File: src/rtl/multicycle_sequencer.sv
// Multicycle control sequencer: steps each instruction through
// FETCH/DECODE/EXECUTE/MEMORY/WRITEBACK, gates datapath write enables per
// phase, bounds bus waits with timeouts, and keeps a sticky trap and a
// retired-instruction counter. ALU/mux selects still come from the ctlpath.
module multicycle_sequencer #(
   parameter int FETCH_TIMEOUT = 16,
   parameter int MEM_TIMEOUT   = 16,
   parameter int INSTRET_WIDTH = 32
) (
   input  logic                     clock,
   input  logic                     reset,
   input  logic [6:0]               inst_opcode,
   input  logic                     inst_valid,
   input  logic                     bus_ready,
   output logic                     inst_read_enable,
   output logic                     ir_write_enable,
   output logic                     data_mem_read_enable,
   output logic                     data_mem_write_enable,
   output logic                     mdr_write_enable,
   output logic                     regfile_write_enable,
   output logic                     pc_write_enable,
   output logic                     retire,
   output logic [INSTRET_WIDTH-1:0] instret,
   output logic [2:0]               state,
   output logic                     trap,
   output logic [1:0]               trap_cause
);

   localparam logic [2:0] FETCH     = 3'd0;
   localparam logic [2:0] DECODE    = 3'd1;
   localparam logic [2:0] EXECUTE   = 3'd2;
   localparam logic [2:0] MEMORY    = 3'd3;
   localparam logic [2:0] WRITEBACK = 3'd4;
   localparam logic [2:0] TRAP      = 3'd5;

   localparam logic [1:0] CAUSE_NONE    = 2'd0;
   localparam logic [1:0] CAUSE_FETCH   = 2'd1;
   localparam logic [1:0] CAUSE_MEMORY  = 2'd2;
   localparam logic [1:0] CAUSE_ILLEGAL = 2'd3;

   // Opcode classes that change the phase sequence after DECODE
   localparam logic [1:0] CLASS_ALU   = 2'd0;  // goes through WRITEBACK
   localparam logic [1:0] CLASS_LOAD  = 2'd1;
   localparam logic [1:0] CLASS_STORE = 2'd2;
   localparam logic [1:0] CLASS_SHORT = 2'd3;  // BRANCH / MISC_MEM retire in EXECUTE

   localparam int MAX_TIMEOUT = (FETCH_TIMEOUT > MEM_TIMEOUT) ? FETCH_TIMEOUT : MEM_TIMEOUT;
   localparam int WAIT_WIDTH  = (MAX_TIMEOUT > 0) ? $clog2(MAX_TIMEOUT + 1) : 1;
   localparam logic [WAIT_WIDTH-1:0] FETCH_LAST =
      WAIT_WIDTH'((FETCH_TIMEOUT > 0) ? FETCH_TIMEOUT - 1 : 0);
   localparam logic [WAIT_WIDTH-1:0] MEM_LAST =
      WAIT_WIDTH'((MEM_TIMEOUT > 0) ? MEM_TIMEOUT - 1 : 0);
   localparam bit FETCH_LIMITED = (FETCH_TIMEOUT != 0);
   localparam bit MEM_LIMITED   = (MEM_TIMEOUT != 0);
   localparam int NUM_LEGAL     = 10;

   logic [2:0]               state_reg, state_next;
   logic [WAIT_WIDTH-1:0]    wait_reg, wait_next;
   logic [INSTRET_WIDTH-1:0] instret_reg, instret_next;
   logic [1:0]               cause_reg, cause_next;
   logic [1:0]               class_reg, class_next;
   logic [1:0]               decoded_class;
   logic [NUM_LEGAL-1:0]     opcode_hit;
   logic                     opcode_legal;

   logic inst_read_raw, ir_write_raw, dmem_read_raw, dmem_write_raw;
   logic mdr_write_raw, regfile_write_raw, pc_write_raw, retire_raw;

   // Table of the RV32I major opcodes this core implements
   function automatic logic [6:0] legal_opcode(input int idx);
      case (idx)
         0:       return 7'b0000011;  // LOAD
         1:       return 7'b0100011;  // STORE
         2:       return 7'b0010011;  // OP_IMM
         3:       return 7'b0110011;  // OP
         4:       return 7'b0110111;  // LUI
         5:       return 7'b0010111;  // AUIPC
         6:       return 7'b1101111;  // JAL
         7:       return 7'b1100111;  // JALR
         8:       return 7'b1100011;  // BRANCH
         default: return 7'b0001111;  // MISC_MEM
      endcase
   endfunction

   genvar gi;
   generate
      for (gi = 0; gi < NUM_LEGAL; gi++) begin : g_legal
         assign opcode_hit[gi] = (inst_opcode == legal_opcode(gi));
      end
   endgenerate

   assign opcode_legal = |opcode_hit;

   // Classify the opcode presented during DECODE
   always_comb begin
      decoded_class = CLASS_ALU;
      case (inst_opcode)
         7'b0000011:             decoded_class = CLASS_LOAD;
         7'b0100011:             decoded_class = CLASS_STORE;
         7'b1100011, 7'b0001111: decoded_class = CLASS_SHORT;
         default:                decoded_class = CLASS_ALU;
      endcase
   end

   // Phase sequencing, per-phase enables and trap cause selection
   always_comb begin
      state_next        = state_reg;
      cause_next        = cause_reg;
      class_next        = class_reg;
      inst_read_raw     = 1'b0;
      ir_write_raw      = 1'b0;
      dmem_read_raw     = 1'b0;
      dmem_write_raw    = 1'b0;
      mdr_write_raw     = 1'b0;
      regfile_write_raw = 1'b0;
      pc_write_raw      = 1'b0;
      retire_raw        = 1'b0;
      case (state_reg)
         FETCH: begin
            inst_read_raw = 1'b1;
            if (inst_valid) begin
               ir_write_raw = 1'b1;
               state_next   = DECODE;
            end else if (FETCH_LIMITED && (wait_reg == FETCH_LAST)) begin
               state_next = TRAP;
               cause_next = CAUSE_FETCH;
            end
         end
         DECODE: begin
            class_next = decoded_class;
            if (opcode_legal) begin
               state_next = EXECUTE;
            end else begin
               state_next = TRAP;
               cause_next = CAUSE_ILLEGAL;
            end
         end
         EXECUTE: begin
            case (class_reg)
               CLASS_LOAD, CLASS_STORE: state_next = MEMORY;
               CLASS_SHORT: begin
                  pc_write_raw = 1'b1;
                  retire_raw   = 1'b1;
                  state_next   = FETCH;
               end
               default: state_next = WRITEBACK;
            endcase
         end
         MEMORY: begin
            dmem_read_raw  = (class_reg == CLASS_LOAD);
            dmem_write_raw = (class_reg != CLASS_LOAD);
            if (bus_ready) begin
               if (class_reg == CLASS_LOAD) begin
                  mdr_write_raw = 1'b1;
                  state_next    = WRITEBACK;
               end else begin
                  pc_write_raw = 1'b1;
                  retire_raw   = 1'b1;
                  state_next   = FETCH;
               end
            end else if (MEM_LIMITED && (wait_reg == MEM_LAST)) begin
               state_next = TRAP;
               cause_next = CAUSE_MEMORY;
            end
         end
         WRITEBACK: begin
            regfile_write_raw = 1'b1;
            pc_write_raw      = 1'b1;
            retire_raw        = 1'b1;
            state_next        = FETCH;
         end
         TRAP: begin
            state_next = TRAP;
         end
         default: begin
            state_next = FETCH;
         end
      endcase
   end

   // Wait counter restarts on every phase change and only runs while a bus is pending
   always_comb begin
      wait_next = '0;
      if ((state_next == state_reg) && ((state_reg == FETCH) || (state_reg == MEMORY))) begin
         wait_next = wait_reg + WAIT_WIDTH'(1);
      end
   end

   // Retired-instruction count, wrapping at its natural width
   always_comb begin
      instret_next = instret_reg;
      if (retire_raw) begin
         instret_next = instret_reg + INSTRET_WIDTH'(1);
      end
   end

   // Sequencer state registers
   always_ff @(posedge clock or negedge reset) begin
      if (!reset) begin
         state_reg   <= FETCH;
         wait_reg    <= '0;
         instret_reg <= '0;
         cause_reg   <= CAUSE_NONE;
         class_reg   <= CLASS_ALU;
      end else begin
         state_reg   <= state_next;
         wait_reg    <= wait_next;
         instret_reg <= instret_next;
         cause_reg   <= cause_next;
         class_reg   <= class_next;
      end
   end

   // Enables are held off while reset is low so an abandoned instruction leaves no trace
   assign inst_read_enable      = inst_read_raw     & reset;
   assign ir_write_enable       = ir_write_raw      & reset;
   assign data_mem_read_enable  = dmem_read_raw     & reset;
   assign data_mem_write_enable = dmem_write_raw    & reset;
   assign mdr_write_enable      = mdr_write_raw     & reset;
   assign regfile_write_enable  = regfile_write_raw & reset;
   assign pc_write_enable       = pc_write_raw      & reset;
   assign retire                = retire_raw        & reset;

   assign instret    = instret_reg;
   assign state      = state_reg;
   assign trap       = (state_reg == TRAP);
   assign trap_cause = cause_reg;

endmodule

File: config.mk
export PLATFORM = sky130hd
export DESIGN_NAME = multicycle_sequencer
export DESIGN_NICKNAME = d
export VERILOG_FILES = /design/src/rtl/multicycle_sequencer.sv
export SDC_FILE = /design/constraint.sdc
export NUM_CORES = 1
export LEC_CHECK = 0
export BUFFER_PORTS_ARGS = -buffer_cell sky130_fd_sc_hd__buf_2
export CAP_MARGIN = 10
export CORE_MARGIN = 10
export CORE_UTILIZATION = 50
export CTS_BUF_LIST = sky130_fd_sc_hd__clkbuf_2 sky130_fd_sc_hd__clkbuf_4 sky130_fd_sc_hd__clkbuf_8
export CTS_CLUSTER_DIAMETER = 200
export DETAILED_ROUTE_END_ITERATION = 7
export PLACE_DENSITY = 0.78
export SETUP_SLACK_MARGIN = 0.5
export SYNTH_ARGS = -nofsm -noshare
export SYNTH_HDL_FRONTEND = slang
export SYNTH_SLANG_ARGS = --single-unit
export TNS_END_PERCENT = 5
File: constraint.sdc
create_clock -name clock -period 2.12 [get_ports clock]
set_clock_uncertainty 0.1 [all_clocks]
set_input_delay 0.318 -clock clock [delete_from_list [all_inputs] [get_ports clock]]
set_output_delay 0.318 -clock clock [all_outputs]
set_load 0.02 [all_outputs]
Word-level counts from Yosys, hierarchy flattened:

Index checks and enable logic that the tools add are counted.

* add/sub/neg operators: 2
* equal/unequal tests: 26
* multiplexer cells: 28
* bitwise logic cells: 7
* reduce and logical (&&, ||, !) cells: 8

Operator list (count)
* adder 32 x 1 -> 32 bit (second input constant): 1
* == test 7 x 6 -> 1 bit (second input constant): 3
* == test 7 bit (second input constant): 3
* two-way mux 3 bit: 5
* case mux 3 bit (5 select lines): 1
* == test 7 x 5 -> 1 bit (second input constant): 2
* two-way mux 1 bit: 12
* case mux 2 bit (3 select lines): 2
* two-way mux 2 bit: 5
* != test 2 bit (second input constant): 5
* OR reduction 10 bit: 1
* AND 1 bit: 7
* == test 7 x 2 -> 1 bit (second input constant): 1
* == test 7 x 4 -> 1 bit (second input constant): 1
* == test 3 x 2 -> 1 bit (second input constant): 2
* == test 3 bit (second input constant): 2
* case mux 3 bit (2 select lines): 1
* AND reduction 6 bit: 1
* adder 5 x 1 -> 5 bit (second input constant): 1
* == test 5 x 4 -> 1 bit (second input constant): 1
* two-way mux 5 bit: 1
* == test 2 bit (second input constant): 2
* OR reduction 2 bit: 2
* == test 3 x 1 -> 1 bit (second input constant): 1
* 8 further kinds: 8

* register bits: 44
* input bits: 11
* output and inout bits: 46
* logic and storage cells: 76

Logic depth before layout (Yosys ltp):

* word-level depth: 7
* gate-level depth with buffers: 8
* gate-level depth less buffers: 8

Worst setup path after synthesis:

No wires, ideal clock.

* kind: register to output
* from: register class_reg[1]
* to: output retire
* arrival: 1.759 ns
* data required time: 1.702 ns
* path slack: -0.057 ns
* stages on the path, launching flop included: 8
* buffers on the path: 1
* cells stage by stage: dfrtp_1 > inv_1 > ha_1 > and3b_2 > o21ai_2 > nand2_1 > and2_1 > buf_4

* word-level cells in the longest chain between the ends: 5
* elaborated cells on any way between the ends: 7
* those cells by class: eq/ne: 2; mux: 4; bitwise: 1

RTL lines
* from (decl): RTL line 61 `logic [1:0] class_reg, class_next;`
* from (signal assigned): RTL line 210 `class_reg <= class_next;`
* == test 2 x 1 -> 1 bit: RTL line 153 `if (class_reg == CLASS_LOAD) begin`
* two-way mux 1 bit (2 in series)
* case mux 1 bit (3 select lines) *
* AND 1 bit *
* to (decl): RTL line 22 `output logic retire,`

Every way passes the cells marked *; elsewhere a longest branch is shown, timed or not.

Worst setup path after layout:

* from: register class_reg[1]
* to: output retire

* word-level cells in the longest chain between the ends: 5
* elaborated cells on any way between the ends: 7
* those cells by class: eq/ne: 2; mux: 4; bitwise: 1

RTL lines
* == test 2 x 1 -> 1 bit: RTL line 153
* two-way mux 1 bit: RTL line 153
* two-way mux 1 bit: RTL line 152 `if (bus_ready) begin`
* case mux 1 bit (3 select lines) *: RTL line 118 `case (state_reg)`
* AND 1 bit *: RTL line 222 `assign retire = retire_raw & reset;`

Marked as above.

==> metrics <==
status finished, final reports clean; CP required 1700 ps; power per standard cell area 593 nW/µm²; largest family of logic cells by synthesized area simple AND/OR/NAND/NOR gates; post-synthesis adder-cell area fraction 3.14%; Simple-Gate Fraction of Synth Area 25.3%; Post-synth EDFFs 0; register bit total from synthesis 44; vias per cell 5.40; crit path kind register to primary output; DP Worst Slack 63.2 ps; largest net degree at the start of global routing 30; unrepaired setup endpoints after global routing yes; worst slew pin tran 485 ps; fraction of layout cells with a size suffix above 1 37.7%; Pint 1.24 mW; Post-synth ARST share 100%; die area 7940 µm²; Final ANT Viol Nets 0; antenna cell count 0; Overall Power 1.77 mW; drt total wl 5.50 mm; Synth Warn # 0; H-tree Lvls 2; max FFs per register 32; Max Slew Vio Count 0; Hold Slack 147 ps; # DRC 0; sequential share of power 53.8%; fin crit share 99.4%; crit path time final 2110 ps; slowest CP cell dfrtp_1; fin nets 322; Inst Count DP 349; clock slew seen by the registers of the worst setup and hold paths 80 ps; HPWL after DPL 4.24 mm; Routed wire per std cell 15.3 µm; Seq/Total Area, Yosys 46.1%; Iter 0 DRT Violations 65; CP Launch Type register; Final Setup Violations 0; leakage 1.34 nW; dpl cell area 2770 µm²; vias in the first global route 1989; CTS max path bufs 2; CP delay by family, top simple AND/OR/NAND/NOR gates; Fmax achieved 475 MHz; largest cells by area after synthesis dfrtp_1 (46%), xnor2_1 (8.4%), nand3_1 (3.8%), xor2_1 (3.7%), nor2_1 (3.6%); floorplan die width 89.1 µm; row cnt 25; CTS tree done; post-synthesis cell count 236; switching share of power 29.8%; critical-path cell list inv_2 -> ha_2 -> and3b_2 -> o21ai_4 -> nand2_2 -> and2_4 -> buf_6; Clk pwr share 28.4%; Cell variety after synth 49; mux contribution to synthesized area 0.891%; IO Port Bufs 56; Final Hold Vio Count 0; Gate power share 17.9%; maximum fanout along the worst path 3; gr usage total 13.8%; Hold WC Path Type input pin to register; Syn-to-layout area delta 25.3%; first-pass GRT wire length 8.81 mm; Worst Path Arrival 1690 ps; Synth Flop Type dfrtp_1; slew margin rel. 66.8%; final worst slack 12.9 ps; Critical Path Max Stage Delay 410 ps; initial core utilization 51.2%; drt first pass iters 4; Critical Path End Type primary output; Core Area 4660 µm²; Inserted Clock Buffers 5; Post-Syn Area 2390 µm²; Compound-Gate Fraction of Synth Area 8.49%; clock root cell clkbuf_8; Synth Area in XOR/XNOR 12.1%; Synth Net Count 253; Layout Cells excl Fill 359; Synth top area share 46.1%; VDD IR-drop max 0.577 mV; Die Y 89.1 µm; vias 1940; switching pwr 0.528 mW; Max Cap Viol 0; syn_area_per_cell 10.1 µm²; Final GP Congestion 0.810; Skew-Pair Late Insertion Delay 290 ps; GRT overflow 0; Critical path buffers and inverters 2; area leader, netlist dfrtp_1; design area 2990 µm²; Sink Count 44; initial antenna violation count 0; IO Count 57
-- synth_stat cells, types with 2 or more instances --
| library cell | number |
|---|---|
| nor3_2 | 3 |
| inv_1 | 10 |
| and4_2 | 2 |
| dfrtp_1 | 44 |
| xnor2_1 | 23 |
| nand2_1 | 21 |
| buf_6 | 2 |
| a21oi_1 | 5 |
| nand4_1 | 7 |
| xor2_1 | 10 |
| and2_1 | 4 |
| o41ai_1 | 2 |
| or3_1 | 2 |
| o21ai_0 | 7 |
| and3_1 | 5 |
| and3_2 | 3 |
| nor2b_1 | 4 |
| a211oi_1 | 2 |
| buf_4 | 2 |
| ha_1 | 6 |
| clkbuf_1 | 2 |
| and2b_2 | 2 |
| nand3_1 | 18 |
| o31a_1 | 2 |
| nor4b_1 | 2 |
| nor2_1 | 23 |
-- final timing paths --
check,slack (ps),from,depth (start not counted),endpoint
worst min register to register,360,wait_reg[0],1,wait_reg[0]
worst max-delay path,10,class_reg[1],7,retire
worst max register to register,30,class_reg[0],7,instret[22]
min in group asynchronous,510,reset,3,instret[3]
max in group asynchronous,1080,reset,3,instret[21]
worst min-delay path,150,inst_opcode[4],2,class_reg[0]
-- cells by family (layout without fill, tap and decap cells) --
family          Yosys count  after routing
xor+xnor                 33             33
flops                    44             44
simple gates            108            108
buf+inv                  18             87
compound gates           25             25
mux                       2              2
fa+ha+maj                 6              6
-- placed cells by master, fill, tap and decap left out, types with 3 or more instances in the layout --
cell / synthesis / final
buf_4: 2 / 16
dfrtp_1: 44 / 42
o21ai_0: 7 / 4
buf_2: 1 / 49
ha_2: 0 / 3
clkbuf_8: 0 / 5
inv_1: 10 / 9
nand3_1: 18 / 17
and3_2: 3 / 3
nor2_2: 0 / 4
nor2b_1: 4 / 3
and2_1: 4 / 3
xnor2_1: 23 / 23
a21oi_1: 5 / 4
and3_1: 5 / 4
nand2_1: 21 / 20
o21ai_1: 0 / 3
nor2_1: 23 / 18
buf_6: 2 / 3
xor2_1: 10 / 10
nand4_1: 7 / 7
-- power groups by stage --
stage	registers (mW)	clock network [mW]	logic [mW]
final	0.953	0.503	0.316
after global routing	0.965	0.544	0.352
after CTS	0.954	0.508	0.311
after detailed placement	0.969	0	0.298
after global placement	0.964	0	0.289
after floorplan	1.01	0	0.125
-- worst register-to-register path, stage by stage (launching register included) --
cell and delay, ps:
dfrtp_1 420, ha_2 200, and3b_2 250, o21ai_4 60, buf_6 130, a2111o_4 520
nor3_2 190, xor2_1 160
-- metal layers --
layer / global-route usage [%] / vias up / part of all wire (%)
met5: 0 / - / 0
met4: 3.47 / 0 / 0.29
met3: 4.10 / 2 / 6.3
met2: 24.3 / 41 / 49
met1: 15.8 / 935 / 44
li1: - / 962 / -
-- metrics by stage --
| stage | utilization (%) | TNS, ps |
|---|---|---|
| floorplan | - | 0 |
| global placement | 59.5 | 0 |
| detailed placement | 59.5 | 0 |
| CTS | 62.2 | 0 |
| global route | 64.2 | -494 |
| finish | 64.2 | 0 |
-- what timing repair did --
| action | CTS | global route |
|---|---|---|
| hold buffers | 1 | 0 |
| gates resized for setup | 8 | 27 |
| endpoints found under the setup margin | 50 | 51 |
| pin swaps | 2 | 14 |
| setup buffers | 2 | 0 |
| endpoints found under the hold margin | 21 | 0 |
-- layout make-up --
| type | count | area (µm²) |
|---|---|---|
| fillers | 390 | 1670 |
| flip-flops and latches | 44 | 1100 |
| clock buffers | 5 | 68.8 |
| inverters | 11 | 43.8 |
| clock inverters | 2 | 12.5 |
| repair buffers | 69 | 409 |
| multi-input cells | 174 | 1280 |
| well taps | 54 | 67.6 |
(Power assumes the default switching activity.)
